$ cat src/rtl/calc_disp_pkg.sv
// Shared constants for the calculator display: core status codes, display symbols
// and active-low seven-segment codes ({g,f,e,d,c,b,a}).
package calc_disp_pkg;

    localparam int NUM_DIGITS = 8;

    localparam logic [1:0] ST_ERR   = 2'b00;
    localparam logic [1:0] ST_BUSY  = 2'b01;
    localparam logic [1:0] ST_READY = 2'b10;
    localparam logic [1:0] ST_PRINT = 2'b11;

    typedef enum logic [3:0] {
        SYM_0, SYM_1, SYM_2, SYM_3, SYM_4, SYM_5, SYM_6, SYM_7, SYM_8, SYM_9,
        SYM_E, SYM_R, SYM_O, SYM_BLANK
    } sym_t;

    localparam logic [6:0] SEG_0     = 7'h40;
    localparam logic [6:0] SEG_1     = 7'h79;
    localparam logic [6:0] SEG_2     = 7'h24;
    localparam logic [6:0] SEG_3     = 7'h30;
    localparam logic [6:0] SEG_4     = 7'h19;
    localparam logic [6:0] SEG_5     = 7'h12;
    localparam logic [6:0] SEG_6     = 7'h02;
    localparam logic [6:0] SEG_7     = 7'h78;
    localparam logic [6:0] SEG_8     = 7'h00;
    localparam logic [6:0] SEG_9     = 7'h10;
    localparam logic [6:0] SEG_E     = 7'h06;
    localparam logic [6:0] SEG_R     = 7'h2F;
    localparam logic [6:0] SEG_O     = 7'h23;
    localparam logic [6:0] SEG_BLANK = 7'h7F;

    // Non-BCD digit values render as blank rather than garbage segments.
    function automatic sym_t digit_sym(input logic [3:0] d);
        return (d <= 4'd9) ? sym_t'(d) : SYM_BLANK;
    endfunction

endpackage

$ cat src/rtl/calc_display_seg7_decoder.sv
// Combinational symbol to active-low seven-segment decoder.
module seg7_decoder
    import calc_disp_pkg::*;
(
    input  sym_t       sym,
    output logic [6:0] seg
);

    always_comb begin
        seg = SEG_BLANK;
        case (sym)
            SYM_0:   seg = SEG_0;
            SYM_1:   seg = SEG_1;
            SYM_2:   seg = SEG_2;
            SYM_3:   seg = SEG_3;
            SYM_4:   seg = SEG_4;
            SYM_5:   seg = SEG_5;
            SYM_6:   seg = SEG_6;
            SYM_7:   seg = SEG_7;
            SYM_8:   seg = SEG_8;
            SYM_9:   seg = SEG_9;
            SYM_E:   seg = SEG_E;
            SYM_R:   seg = SEG_R;
            SYM_O:   seg = SEG_O;
            default: seg = SEG_BLANK;
        endcase
    end

endmodule

$ cat src/rtl/calc_display.sv
// Captures the core's digit-print stream into a shadow frame, commits it atomically,
// and scans it onto an 8-digit common-anode display. Optional: CALC_DISP_LZ_BLANK_EN.
module calc_display
    import calc_disp_pkg::*;
#(
    parameter int CLK_DIV = 50000
) (
    input  logic       clock,
    input  logic       reset,
    input  logic [1:0] status,
    input  logic [3:0] data,
    input  logic [3:0] pos,
    output logic [7:0] an,
    output logic [6:0] seg,
    output logic       dp,
    output logic       frame_ok
);

    localparam int CW = $clog2(CLK_DIV);

    logic [NUM_DIGITS-1:0][3:0] shadow, disp;
    logic [NUM_DIGITS-1:0]      mask;
    logic [1:0]                 status_q;
    logic [CW-1:0]              presc;
    logic [2:0]                 idx;
    logic [3:0]                 pos_m1;
    logic                       capture, commit;
    logic [NUM_DIGITS-1:0]      lz;
    sym_t                       sym;
    logic [6:0]                 seg_dec;

    assign pos_m1  = pos - 4'd1;
    assign capture = (status == ST_PRINT) && (pos >= 4'd1) && (pos <= 4'd8);
    assign commit  = (status_q == ST_PRINT) && (status != ST_PRINT);

    always_ff @(posedge clock or negedge reset) begin
        if (!reset) begin
            shadow   <= '0;
            disp     <= '0;
            mask     <= '0;
            status_q <= ST_ERR;
            frame_ok <= 1'b0;
        end else begin
            status_q <= status;
            frame_ok <= 1'b0;
            if (capture) begin
                shadow[pos_m1[2:0]] <= data;
                mask[pos_m1[2:0]]   <= 1'b1;
            end
            // Leaving the print state always ends the frame; only a full mask publishes it.
            if (commit) begin
                mask <= '0;
                if (&mask) begin
                    disp     <= shadow;
                    frame_ok <= 1'b1;
                end
            end
        end
    end

`ifdef CALC_DISP_LZ_BLANK_EN
    always_comb begin
        logic run;
        lz  = '0;
        run = 1'b1;
        for (int i = NUM_DIGITS - 1; i > 0; i--) begin
            run   = run && (disp[i] == 4'd0);
            lz[i] = run;
        end
    end
`else
    assign lz = '0;
`endif

    always_comb begin
        sym = SYM_BLANK;
        if (status == ST_ERR) begin
            case (idx)
                3'd3:    sym = SYM_E;
                3'd2:    sym = SYM_R;
                3'd1:    sym = SYM_R;
                3'd0:    sym = SYM_O;
                default: sym = SYM_BLANK;
            endcase
        end else if (!lz[idx]) begin
            sym = digit_sym(disp[idx]);
        end
    end

    seg7_decoder u_dec (
        .sym (sym),
        .seg (seg_dec)
    );

    // an/seg are registered so the first post-reset cycle stays blank.
    always_ff @(posedge clock or negedge reset) begin
        if (!reset) begin
            presc <= '0;
            idx   <= '0;
            an    <= 8'hFF;
            seg   <= SEG_BLANK;
        end else begin
            if (presc == CW'(CLK_DIV - 1)) begin
                presc <= '0;
                idx   <= idx + 3'd1;
            end else begin
                presc <= presc + CW'(1);
            end
            an  <= ~(8'b1 << idx);
            seg <= seg_dec;
        end
    end

    assign dp = 1'b1;

endmodule

$ cat config.mk
export PLATFORM = sky130hd
export DESIGN_NAME = calc_display
export DESIGN_NICKNAME = d
export VERILOG_FILES = /design/src/rtl/calc_disp_pkg.sv /design/src/rtl/calc_display_seg7_decoder.sv /design/src/rtl/calc_display.sv
export SDC_FILE = /design/constraint.sdc
export NUM_CORES = 1
export LEC_CHECK = 0
export BUFFER_PORTS_ARGS = -buffer_cell sky130_fd_sc_hd__buf_4
export CAP_MARGIN = 0
export CORE_UTILIZATION = 35
export DETAILED_ROUTE_END_ITERATION = 10
export PLACE_DENSITY_LB_ADDON = 0.3
export SYNTH_ARGS = -nofsm -noshare
export SYNTH_HDL_FRONTEND = slang
export SYNTH_SLANG_ARGS = --single-unit
$ cat constraint.sdc
create_clock -name clock -period 7.5 [get_ports clock]
set_clock_uncertainty 0.2 [all_clocks]
set_input_delay 1.5 -clock clock [delete_from_list [all_inputs] [get_ports clock]]
set_output_delay 1.5 -clock clock [all_outputs]
set_load 0.02 [all_outputs]
## Yosys cells after proc, flatten, opt, wreduce, memory -nomap -nowiden

Memory sizes are Yosys's and may differ from the RTL's. A register that Yosys moved wholly into a read port is not among the register bits.
Cells that the tools add are included.

| storage, ports and cells | value |
|---|---|
| register bits after elaboration | 102 |
| ROM bits | 120 |
| bits of input ports | 12 |
| output and inout bits | 17 |
| word-level logic and storage cells | 71 |
| memories | 2 |

| cells by class | value |
|---|---|
| add/sub/neg operators | 3 |
| $lt $le $gt $ge | 6 |
| equality and inequality tests | 7 |
| shifts and indexed selects | 1 |
| mux-type cells | 17 |
| bitwise logic cells | 2 |
| reduce and logical (&&, ||, !) cells | 11 |

Memories:

| memory | depth | bits a word | read ports | clocked after Yosys merged registers in | wr ports | line | source |
|---|---|---|---|---|---|---|---|
| (no name shown) | 16 | 7 | 1 | 1 | 0 | calc_display_seg7_decoder.sv:11 | `case (sym)` |
| (no name shown) | 8 | 1 | 1 | 0 | 0 | calc_display.sv:85 | `end else if (!lz[idx]) begin` |

Operators by type and width:

| operator | count |
|---|---|
| 32-bit bitwise mux | 1 |
| 4-bit two-way mux | 5 |
| 16-bit by 1-bit adder with 16-bit output (second input constant) | 1 |
| 16-bit == test (second input constant) | 1 |
| 16-bit two-way mux | 1 |
| 8-bit two-way mux | 2 |
| 4-bit binary-select mux with 3-bit select | 1 |
| 4-bit demux with 3-bit select | 1 |
| 3-bit one-hot mux with 3 select lines | 1 |
| 9-bit AND reduction | 1 |
| 4-bit less-or-equal comparator (second input constant) | 2 |
| 3-bit by 4-bit < comparator with 1-bit output (second input constant) | 2 |
| 8-bit inverter | 1 |
| 8-bit bitwise OR | 1 |
| 8-bit AND reduction | 1 |
| 1-bit by 3-bit << shifter with 8-bit output (first input constant) | 1 |
| 3-bit by 2-bit == test with 1-bit output (second input constant) | 2 |
| 2-bit == test (second input constant) | 2 |
| 4-bit by 1-bit >= comparator with 1-bit output (second input constant) | 1 |
| 1-bit logical AND | 4 |
| 1-bit two-way mux | 4 |
| 3-bit by 1-bit adder with 3-bit output (second input constant) | 1 |
| 1-bit demux with 3-bit select | 1 |
| 3-bit by 1-bit == test with 1-bit output (second input constant) | 1 |
| 8 further kinds | 8 |

## Longest topological paths before layout

Gate-level depths: netlist of the first run.

| depth | value |
|---|---|
| depth in word-level cells | 8 |
| depth in mapped cells | 11 |
| depth with buffers taken out | 10 |

## Cells and area by module

Synthesis of the first run repeated with hierarchy kept, for this count alone.

| unflattened totals | value |
|---|---|
| cell total of the unflattened synthesis | 356 |
| area total of the unflattened synthesis | 4859.7 sq um |

Modules (own cells, without submodules):

| module | instances | cells an instance | area an instance (sq um) | sequential area each (sq um) |
|---|---|---|---|---|
| calc_display | 1 | 323 | 4618.2 | 2746.4 |
| seg7_decoder | 1 | 33 | 241.5 | 0.0 |

## Worst setup path before layout of the first run

No wires, ideal clock.

| timing path | value |
|---|---|
| path kind | input -> register |
| from | input pos[0] |
| to | register shadow[0] in the netlist's numbering |
| setup time | 125 ps |
| arrival | 2991 ps |
| required time | 7175 ps |
| slack | 4184 ps |
| cell stages on the path | 7 |
| path buffers | 0 |
| path through | inv_1 > ha_1 > nor4b_1 > a211oi_1 > nand2_1 > nor2_1 > mux2_2 |

| on the way | value |
|---|---|
| word-level cells in the longest chain between the ends | 6 |
| elaborated cells between the ends (all ways) | 11 |
| classes of those cells | add/sub: 1; order compare: 4; mux: 3; reduce/logical: 3 |

RTL lines:

| what | line | source |
|---|---|---|
| start, declared | calc_display.sv:12 | `input logic [3:0] pos,` |
| 3-bit by 1-bit subtractor with 3-bit output | calc_display.sv:32 | `assign pos_m1 = pos - 4'd1;` |
| 3-bit by 4-bit < comparator with 1-bit output (implied by the code) / 3-bit by 1-bit >= comparator with 1-bit output (equally long branches) | calc_display.sv:47 | `shadow[pos_m1[2:0]] <= data;` |
| 1-bit logical AND (implied by the code) | calc_display.sv:47 |  |
| 4-bit two-way mux (implied by the code) | calc_display.sv:47 |  |
| 4-bit demux with 3-bit select | calc_display.sv:47 |  |
| 32-bit bitwise mux | calc_display.sv:47 |  |
| end signal, assigned by index | calc_display.sv:47 |  |
| end, declared | calc_display.sv:21 | `logic [NUM_DIGITS-1:0][3:0] shadow, disp;` |

Parallel ways exist; a longest one is shown, timed or not.
A chain may end at the register's enable or synchronous reset.

## Worst setup path after layout of the first run

| timing path | value |
|---|---|
| from | input pos[0] |
| to | register shadow[2] in the netlist's numbering |

The elaborated chain is that of the path after synthesis.

==> results_dict.tcl, run 1 <==
set metrics [dict create \
    layout-area-overhead-vs-synth_pct 15.0 \
    hold_path_class "reg -> reg" \
    die_area_um2 14200 \
    insertedDiodeCount 0 \
    critPathRequiredTime_ps 7540 \
    cts_tree "done" \
    startpoint_type "primary input" \
    tightest_slew_ps 961 \
    floorplan.initialDensity_pct 36.1 \
    pwr-share-clk_pct 40.0 \
    power_per_cell_area_nw_per_um2 230 \
    fin_worst_setup_slack_ps 3930 \
    post_cts.resized_instances 0 \
    status "finished, final reports clean" \
    power_report.internal_total_mw 0.995 \
    setup-tns-final_ps 0 \
    clock_tree.root_cell "sky130_fd_sc_hd__clkbuf_16" \
    slew_headroom_pct 36.0 \
    finalWorstPathRequiredPeriod_ps 3570 \
    drt_iter0_markers 162 \
    worst-setup-path-type "in -> reg" \
    grt_antenna_before_repair 0 \
    count_of_port_buffers_added_during_placement 27 \
    final-hold-violation-count 0 \
    clock_sink_count 109 \
    synth.distinct_cells 48 \
    grt_start_max_net_pins 80 \
    h-tree-depth 3 \
    post_cts.repair.setup_buffers 0 \
    synth_top_flop_cell "sky130_fd_sc_hd__dfrtp_1" \
    final_setup_violation_count 0 \
    core.rowCount 42 \
    synth.ff_latch_count 109 \
    ys_warn_count 0 \
    postSynthNetCount 388 \
    clock_insertion_delay_worst_skew_ps 350 \
    endpoint_kind "flip-flop" \
    synthesis.area_per_instance_um2 13.3 \
    final-instance-count-excl-fill 574 \
    finalWeightedCongestion 0.837 \
    placed_wire_length_estimate_after_detailed_placement_um 6090 \
    share_of_synthesized_flip_flops_with_an_asynchronous_set_or_reset_pct 100 \
    fp.dieW_um 119 \
    placed_cell_area_um2 5210 \
    layout-drive-gt1-share_pct 35.9 \
    vias_in_the_first_global_route 3007 \
    drv_slew 0 \
    final_cell_mix "94 x sky130_fd_sc_hd__dfrtp_1, 66 x sky130_fd_sc_hd__mux2_2, 30 x sky130_fd_sc_hd__buf_4, 23 x sky130_fd_sc_hd__nand2_1, 17 x sky130_fd_sc_hd__nor2_1" \
    vias_per_cell 4.98 \
    max_freq_mhz 280 \
    synth_top_cell_area_share_pct 48.9 \
    holdWs_ps 262 \
    cts_hold_repair.buffers 0 \
    sequentialPowerShare_pct 52.5 \
    boundaryPins 29 \
    post-place-ws_ps 3590 \
    vdd_drop_max_mv 0.141 \
    post_synth_instance_area_um2 4810 \
    mostFrequentLayoutCell "sky130_fd_sc_hd__dfrtp_1" \
    grt_total_usage_pct 14.0 \
    placedCellCount 558 \
    design_area_um2 5540 \
    dr_total_vias 2861 \
    clk_transition_reported_paths_ps 70 \
    detail_route.wirelength_um 8860 \
    portion_of_total_power_attributed_to_combinational_logic_pct 7.5 \
    rsz0062_at_grt "no" \
    synth.yosys.seq_area_share_pct 57.0 \
    share_of_total_power_consumed_by_net_switching_pct 21.9 \
    cp_max_fo 5 \
    worst_endpoint_data_arrival_time_ps 3610 \
    synth_enable_flop_cells 0 \
    routed_wire_length_per_instance_um 15.4 \
    antenna_left 0 \
    synth_area_leaders "sky130_fd_sc_hd__dfrtp_1 49%, sky130_fd_sc_hd__mux2_2 15%, sky130_fd_sc_hd__dfstp_2 8.2%" \
    netlist.top_cell.by_area "sky130_fd_sc_hd__dfrtp_1" \
    total_of_max_cap_violations 0 \
    fillCellCount 1248 \
    finalPower_mw 1.27 \
    detail_route.drc_violations 0 \
    total_grt_overflow 0 \
    core-area_um2 13300 \
    firstDrtPassIters 4 \
    dieHeight_um 119 \
    cts_buffers 9 \
    design.final.nets 419 \
    postLayoutCoreUtil_pct 41.5 \
    grt_pass1_wl_um 15200 \
    share_of_the_clock_period_used_by_the_worst_path_pct 47.6 \
    synth_cells 362 \
    ctsLongestPathBuffers 2 \
    power_switching_mw 0.279 \
    total_leakage_power_nw 2.55 \
]
==> synth_stat cells, types with 4 or more instances <==
cell type,n
sky130_fd_sc_hd__a21oi_1,4
sky130_fd_sc_hd__nor2_1,17
sky130_fd_sc_hd__mux4_2,8
sky130_fd_sc_hd__inv_1,15
sky130_fd_sc_hd__dfstp_2,15
sky130_fd_sc_hd__a21boi_0,7
sky130_fd_sc_hd__o21ai_0,7
sky130_fd_sc_hd__clkbuf_1,5
sky130_fd_sc_hd__nand3_1,16
sky130_fd_sc_hd__nor3_1,4
sky130_fd_sc_hd__mux2_2,66
sky130_fd_sc_hd__ha_1,14
sky130_fd_sc_hd__xnor2_1,8
sky130_fd_sc_hd__nand4_1,5
sky130_fd_sc_hd__xor2_1,8
sky130_fd_sc_hd__dfrtp_1,94
sky130_fd_sc_hd__nand2_1,23
==> kinds of logic (layout without fill, tap and decap cells) <==
family | after synthesis | after routing | share of synthesized area [%]
adders and majority gates | 14 | 14 | 3.64
buffers and inverters | 26 | 62 | 2.29
DFF | 109 | 109 | 57.0
and+or+nand+nor | 82 | 82 | 8.50
xor gates and xnor gates | 16 | 16 | 2.91
AOI/OAI and AO/OA | 36 | 36 | 5.43
muxes | 78 | 78 | 20.1
other | 1 | 1 | 0.0779
==> power groups by stage <==
stage                     clock (mW)  sequential [mW]  combinational (mW)
after global placement             0            0.680              0.0940
after CTS                      0.525            0.669              0.0975
after floorplan                    0            0.675              0.0610
after global routing           0.553            0.676               0.108
final                          0.510            0.669              0.0955
after detailed placement           0            0.680              0.0973
==> sequential cells by signal (all words and copies together) (netlist names) <==
signal / flops
shadow: 32
an: 8
presc: 16
status_q: 2
seg: 7
frame_ok: 1
mask: 8
idx: 3
disp: 32
==> path summary, 6_finish.rpt <==
path / startpoint / end / slack [ps] / cells past startpoint
worst max-delay path: pos[0] / shadow[2] / 3930 / 8
worst min-delay path: presc[0] / presc[0] / 260 / 1
worst max register to register: idx[0] / seg[3] / 4190 / 6
worst min register to register: presc[0] / presc[0] / 260 / 1
max in group asynchronous: reset / mask[6] / 4940 / 2
min in group asynchronous: reset / presc[12] / 870 / 1
==> critical path, stage by stage <==
cell	delay (ps)
sky130_fd_sc_hd__buf_4	100
sky130_fd_sc_hd__inv_1	50
sky130_fd_sc_hd__ha_1	240
sky130_fd_sc_hd__nor4b_1	170
sky130_fd_sc_hd__a211oi_1	390
sky130_fd_sc_hd__nand2_1	140
sky130_fd_sc_hd__nor2_1	610
sky130_fd_sc_hd__mux2_2	410
==> final cells by class <==
class	instances	area, um^2	area share, %
repair buffers	30	225	4.07
multi-input cells	227	1960	35.4
well taps	176	220	3.98
clock inverters	6	86.3	1.56
clock buffers	10	239	4.32
inverters	16	60.1	1.08
flip-flops and latches	109	2750	49.6
==> per-layer routing <==
layer / up-vias / routed length, um / GRT usage, % / part of all wire [%]
li1: 1334 / - / - / -
met1: 1453 / 4190 / 18.8 / 47
met2: 59 / 4170 / 21.5 / 47
met3: 15 / 358 / 3.88 / 4.0
met4: 0 / 144 / 4.98 / 1.6
met5: - / 0 / 0 / 0
Power figures use the tool's default switching activity.
==> run 2, diff against run 1 <==
- clock period: 7.5 -> 3.67 ns (I/O delays scaled with it)
==> run 2 against run 1 <==
Compared with the run above: combinational power is 110% higher; via count is 0.77% higher; worst setup slack worse by 3400 ps; global-route usage is 0.49 points lower; total power is 96% higher; clock power is 83% higher; clock-buffer cell count stayed put; final area is 0.45% lower; non-clock buffer count is 2 higher; sequential power is 100% higher; critical endpoint is now seg[3].
==> results_dict.tcl, run 2 (synthesis results as in run 1) <==
set metrics [dict create \
    fp.dieW_um 119 \
    post_cts.resized_instances 0 \
    cp_max_fo 11 \
    total_leakage_power_nw 2.53 \
    core-area_um2 13300 \
    grt_antenna_before_repair 0 \
    hold_path_class "reg -> reg" \
    drt_iter0_markers 184 \
    rsz0062_at_grt "no" \
    clock_sink_count 109 \
    vdd_drop_max_mv 0.253 \
    layout-area-overhead-vs-synth_pct 14.4 \
    max_freq_mhz 322 \
    mostFrequentLayoutCell "sky130_fd_sc_hd__dfrtp_1" \
    insertedDiodeCount 0 \
    power_per_cell_area_nw_per_um2 454 \
    ctsLongestPathBuffers 2 \
    tightest_slew_ps 1020 \
    count_of_port_buffers_added_during_placement 27 \
    antenna_left 0 \
    final_cell_mix "94 x sky130_fd_sc_hd__dfrtp_1, 66 x sky130_fd_sc_hd__mux2_2, 32 x sky130_fd_sc_hd__buf_4, 23 x sky130_fd_sc_hd__nand2_1, 17 x sky130_fd_sc_hd__nor2_1" \
    post_cts.repair.setup_buffers 0 \
    startpoint_type "flip-flop" \
    clk_transition_reported_paths_ps 70 \
    vias_per_cell 5.01 \
    holdWs_ps 279 \
    placed_wire_length_estimate_after_detailed_placement_um 6080 \
    h-tree-depth 3 \
    grt_pass1_wl_um 14500 \
    floorplan.initialDensity_pct 36.1 \
    timing.critical_path.buf_inv 0 \
    path_common_cell "sky130_fd_sc_hd__nor2_1" \
    firstDrtPassIters 4 \
    dieHeight_um 119 \
    layout-drive-gt1-share_pct 36.3 \
    dr_total_vias 2883 \
    layout_top_registers "disp (32), shadow (32), presc (16)" \
    cp_cell_sequence "mux4_2, mux2_2, nor2_1, nor2_1, o21ai_0, ha_1, o311ai_1" \
    status "finished, final reports clean" \
    total_grt_overflow 0 \
    worst_path_max_delay_cell "sky130_fd_sc_hd__dfrtp_1" \
    critical_path.top_delay_family "multiplexers" \
    cts_tree "done" \
    grt_start_max_net_pins 85 \
    setup-tns-final_ps 0 \
    worst_endpoint_data_arrival_time_ps 3170 \
    cts_hold_repair.buffers 0 \
    total_of_max_cap_violations 0 \
    drv_slew 0 \
    post-place-ws_ps 546 \
    core.rowCount 42 \
    die_area_um2 14200 \
    endpoint_kind "flip-flop" \
    vias_in_the_first_global_route 2801 \
    finalWeightedCongestion 0.860 \
    clock_tree.root_cell "sky130_fd_sc_hd__clkbuf_16" \
    worst-setup-path-type "reg -> reg" \
    finalPower_mw 2.50 \
    clock_insertion_delay_worst_skew_ps 350 \
    detail_route.drc_violations 0 \
    final_setup_violation_count 0 \
    fin_worst_setup_slack_ps 561 \
    critPathRequiredTime_ps 3730 \
    detail_route.wirelength_um 8750 \
    cts_buffers 9 \
    final-hold-violation-count 0 \
    finalWorstPathRequiredPeriod_ps 3110 \
    slew_headroom_pct 31.9 \
    grt_total_usage_pct 13.5 \
    design.final.nets 421 \
    routed_wire_length_per_instance_um 15.2 \
    max_stage_delay_ps 700 \
    share_of_the_clock_period_used_by_the_worst_path_pct 84.7 \
    boundaryPins 29 \
]
run 2: area by class of cell:
type / instances / area [um^2]
timing repair buffer: 32 / 240
clock buffer: 10 / 239
clock inverter: 6 / 46.3
fill: 1255 / 7840
sequential: 109 / 2750
multi-input combinational: 227 / 1960
tap: 176 / 220
inverter: 16 / 60.1
run 2: layer usage:
layer	GRT usage, %	part of all wire [%]
met2	19.7	45
met4	8.47	2.8
met5	0	0
met1	18.0	49
met3	3.07	3.1
run 2: worst register-to-register path, delay by kind of cell (launching register included):
kind / cells / cell delay [ps]
adders and majority gates: 1 / 330
AOI/OAI and AO/OA: 2 / 630
muxes: 2 / 910
DFF: 1 / 700
and+or+nand+nor: 2 / 250
run 2: path summary, 6_finish.rpt:
kind / from / endpoint / slack, ps / cells after the start
setup reg to reg: idx[0] / seg[3] / 560 / 7
setup / recovery: idx[0] / seg[3] / 560 / 7
max in group asynchronous: reset / disp[10] / 2160 / 2
hold / removal: presc[0] / presc[0] / 280 / 1
hold reg to reg: presc[0] / presc[0] / 280 / 1
min in group asynchronous: reset / presc[11] / 340 / 1
run 2: per-stage QoR:
| stage | utilization [%] | cells | cell area (um^2) |
|---|---|---|---|
| after floorplan | - | 362 | 4810 |
| after global placement | 39.1 | 560 | 5230 |
| after detailed placement | 39.1 | 560 | 5230 |
| after CTS | 41.3 | 576 | 5510 |
| after global routing | 41.3 | 576 | 5510 |
| final | 41.3 | 576 | 5510 |
run 2: report_power, final:
group	internal, mW	switching [mW]	total (mW)
registers	1.31	0.0541	1.37
logic	0.106	0.0915	0.197
clock network	0.484	0.449	0.933
==> run 3, diff against run 2 <==
- ABC_AREA: default -> 1
- clock period: 3.67 -> 3 ns (I/O delays scaled with it)
==> run 3 against run 2 <==
Compared with the run above: fmax grew 25%; final area grew 4.3%; wire length grew 9.6%; sequential power up 28%; non-clock buffer count stayed put; register-to-register slack worse by 50 ps; clock-buffer cell count up 5; final cell count is 39% higher; area after synthesis is 5.7% higher; sequential cell count unchanged; critical endpoint unchanged; highest routed layer unchanged.
==> results_dict.tcl, run 3 <==
set metrics [dict create \
    status "finished, final reports clean" \
    postSynthNetCount 616 \
    detail_route.drc_violations 0 \
    grt_util_met2_pct 23.4 \
    clk_transition_reported_paths_ps 60 \
    worstHoldEndpoint "status_q[1]" \
    critPathRequiredTime_ps 3090 \
    synth_enable_flop_cells 0 \
    cts_hold_repair.buffers 1 \
    vdd_drop_max_mv 0.265 \
    insertedDiodeCount 0 \
    dieHeight_um 123 \
    grt_start_max_net_pins 63 \
    final_cell_mix "155 x sky130_fd_sc_hd__nand2_1, 103 x sky130_fd_sc_hd__inv_1, 94 x sky130_fd_sc_hd__dfrtp_1, 71 x sky130_fd_sc_hd__o21ai_0, 29 x sky130_fd_sc_hd__buf_4" \
    synth.ff_latch_count 109 \
    min_from "status[1]" \
    post_cts.resized_instances 0 \
    cp_max_fo 11 \
    synth.distinct_cells 37 \
    mostFrequentLayoutCell "sky130_fd_sc_hd__nand2_1" \
    timing.rr.start "idx[1]" \
    cts_tree "done" \
    synth_top_flop_cell "sky130_fd_sc_hd__dfrtp_1" \
    h-tree-depth 3 \
    share_of_synthesized_flip_flops_with_an_asynchronous_set_or_reset_pct 100 \
    fin_worst_setup_slack_ps 508 \
    grtUsageMet3_pct 4.46 \
    die_area_um2 15000 \
    placed_wire_length_estimate_after_detailed_placement_um 6770 \
    ys_warn_count 0 \
    layout-drive-gt1-share_pct 15.2 \
    netlist.top_cell.by_area "sky130_fd_sc_hd__dfrtp_1" \
    slew_headroom_pct 65.7 \
    rsz0062_at_grt "no" \
    clock_tree.root_cell "sky130_fd_sc_hd__clkbuf_16" \
    core.rowCount 43 \
    grt_total_usage_pct 14.6 \
    design.final.nets 641 \
    grt_antenna_before_repair 0 \
    post_synth_instance_area_um2 5090 \
    grt_pass1_wl_um 16900 \
    max_freq_mhz 401 \
    synth.yosys.seq_area_share_pct 54.0 \
    layout-area-overhead-vs-synth_pct 12.9 \
    synthesis.area_per_instance_um2 8.62 \
    count_of_port_buffers_added_during_placement 27 \
    postLayoutCoreUtil_pct 40.9 \
    endpoint_kind "flip-flop" \
    floorplan.initialDensity_pct 36.2 \
    gr-max-usage-layer "met2" \
    worst-setup-path-type "reg -> reg" \
    timing.rr.end "seg[3]" \
    total_of_max_cap_violations 0 \
    hold_path_class "in -> reg" \
    drt_iter0_markers 226 \
    power_per_cell_area_nw_per_um2 572 \
    clock_insertion_delay_worst_skew_ps 350 \
    worst_endpoint_data_arrival_time_ps 2580 \
    holdWs_ps 172 \
    synth_top_cell_area_share_pct 46.2 \
    core-area_um2 14000 \
    ctsLongestPathBuffers 2 \
    timing.hold.worst_path_depth 1 \
    synth_cells 590 \
    share_of_the_clock_period_used_by_the_worst_path_pct 83.1 \
    worst-r2r-setup-slack_ps 510 \
    dr_total_vias 3610 \
    cp_cell_sequence "ha_1, ha_1, inv_1, a31oi_1, o21bai_4, inv_2, ha_1, nand3_1, nand3_1, nand2_1" \
    tightest_slew_ps 515 \
    final_setup_violation_count 0 \
    vias_in_the_first_global_route 3618 \
    cts_buffers 9 \
    clock_sink_count 109 \
    firstDrtPassIters 4 \
    post_cts.repair.setup_buffers 0 \
    grtUsageMet1_pct 18.9 \
    detail_route.wirelength_um 9590 \
    reg2regPathDepth 10 \
    worst_path_max_delay_cell "sky130_fd_sc_hd__dfrtp_1" \
    layout_top_registers "disp (32), shadow (32), presc (16)" \
    synth_area_leaders "sky130_fd_sc_hd__dfrtp_1 46%, sky130_fd_sc_hd__nand2_1 11%, sky130_fd_sc_hd__dfstp_2 7.7%" \
    path_common_cell "sky130_fd_sc_hd__ha_1" \
    finalWeightedCongestion 0.840 \
    synth_common_cells "155 x sky130_fd_sc_hd__nand2_1, 103 x sky130_fd_sc_hd__inv_1, 94 x sky130_fd_sc_hd__dfrtp_1, 71 x sky130_fd_sc_hd__o21ai_0, 28 x sky130_fd_sc_hd__nand3_1" \
    setup-tns-final_ps 0 \
    finalWorstPathRequiredPeriod_ps 2490 \
    total_grt_overflow 0 \
    boundaryPins 29 \
    fp.dieW_um 123 \
    yosysMostFrequentCell "sky130_fd_sc_hd__nand2_1" \
    post-place-ws_ps 422 \
    max_stage_delay_ps 670 \
    startpoint_type "flip-flop" \
    total_leakage_power_nw 2.90 \
    vias_per_cell 4.51 \
    routed_wire_length_per_instance_um 12.0 \
    drv_slew 0 \
    final-hold-violation-count 0 \
    antenna_left 0 \
]
[run 3: worst max path at each step]
stage                         start      to  slack, ps  cells past startpoint
after floorplan              idx[0]  seg[3]        840                     12
after global placement    status[1]  seg[3]        480                     10
after detailed placement  status[1]  seg[3]        420                     10
after CTS                    idx[1]  seg[3]        500                     10
after global routing         idx[1]  seg[3]        350                     10
final                        idx[1]  seg[3]        510                     10
[run 3: final cells by class]
class,count,area [um^2]
fillers,1429,8300
well taps,180,225
flip-flops and latches,109,2750
repair buffers,32,268
inverters,108,417
multi-input cells,355,1820
clock buffers,15,268
clock inverters,1,5.00
[run 3: routing by layer]
| layer | vias up | part of all wire [%] |
|---|---|---|
| met5 | - | 0 |
| met4 | 0 | 1.3 |
| met3 | 10 | 3.7 |
| met2 | 47 | 46 |
| met1 | 1690 | 49 |
| li1 | 1863 | - |
[run 3: metrics by stage]
step / cells / instance area, um^2 / total power, mW
global route: 800 / 5750 / 3.48
finish: 800 / 5750 / 3.29
global placement: 783 / 5460 / 2.19
detailed placement: 783 / 5460 / 2.21
floorplan: 590 / 5090 / 2.06
CTS: 800 / 5750 / 3.34
[run 3: cells by family after synthesis]
| group | after synthesis | synth area share (%) |
|---|---|---|
| buf+inv | 126 | 10.4 |
| other cells | 1 | 0.0737 |
| xor+xnor | 7 | 1.20 |
| fa+ha+maj | 14 | 3.44 |
| simple gates | 244 | 21.7 |
| flops | 109 | 54.0 |
| compound gates | 89 | 9.17 |
[run 3: power by group]
part | switching [mW] | total (mW) | internal [mW]
clock | 0.496 | 1.10 | 0.609
combinational | 0.276 | 0.435 | 0.159
sequential | 0.0614 | 1.75 | 1.68
total | 0.834 | 3.29 | 2.45
[run 3: critical path, delay by kind of cell (launching register included)]
kind                     cells  cell delay (ps)
adder cells (fa/ha/maj)      3              720
flip-flops                   1              670
AO/OA/AOI/OAI                2              440
AND/OR/NAND/NOR              3              240
buffers and inverters        2              170
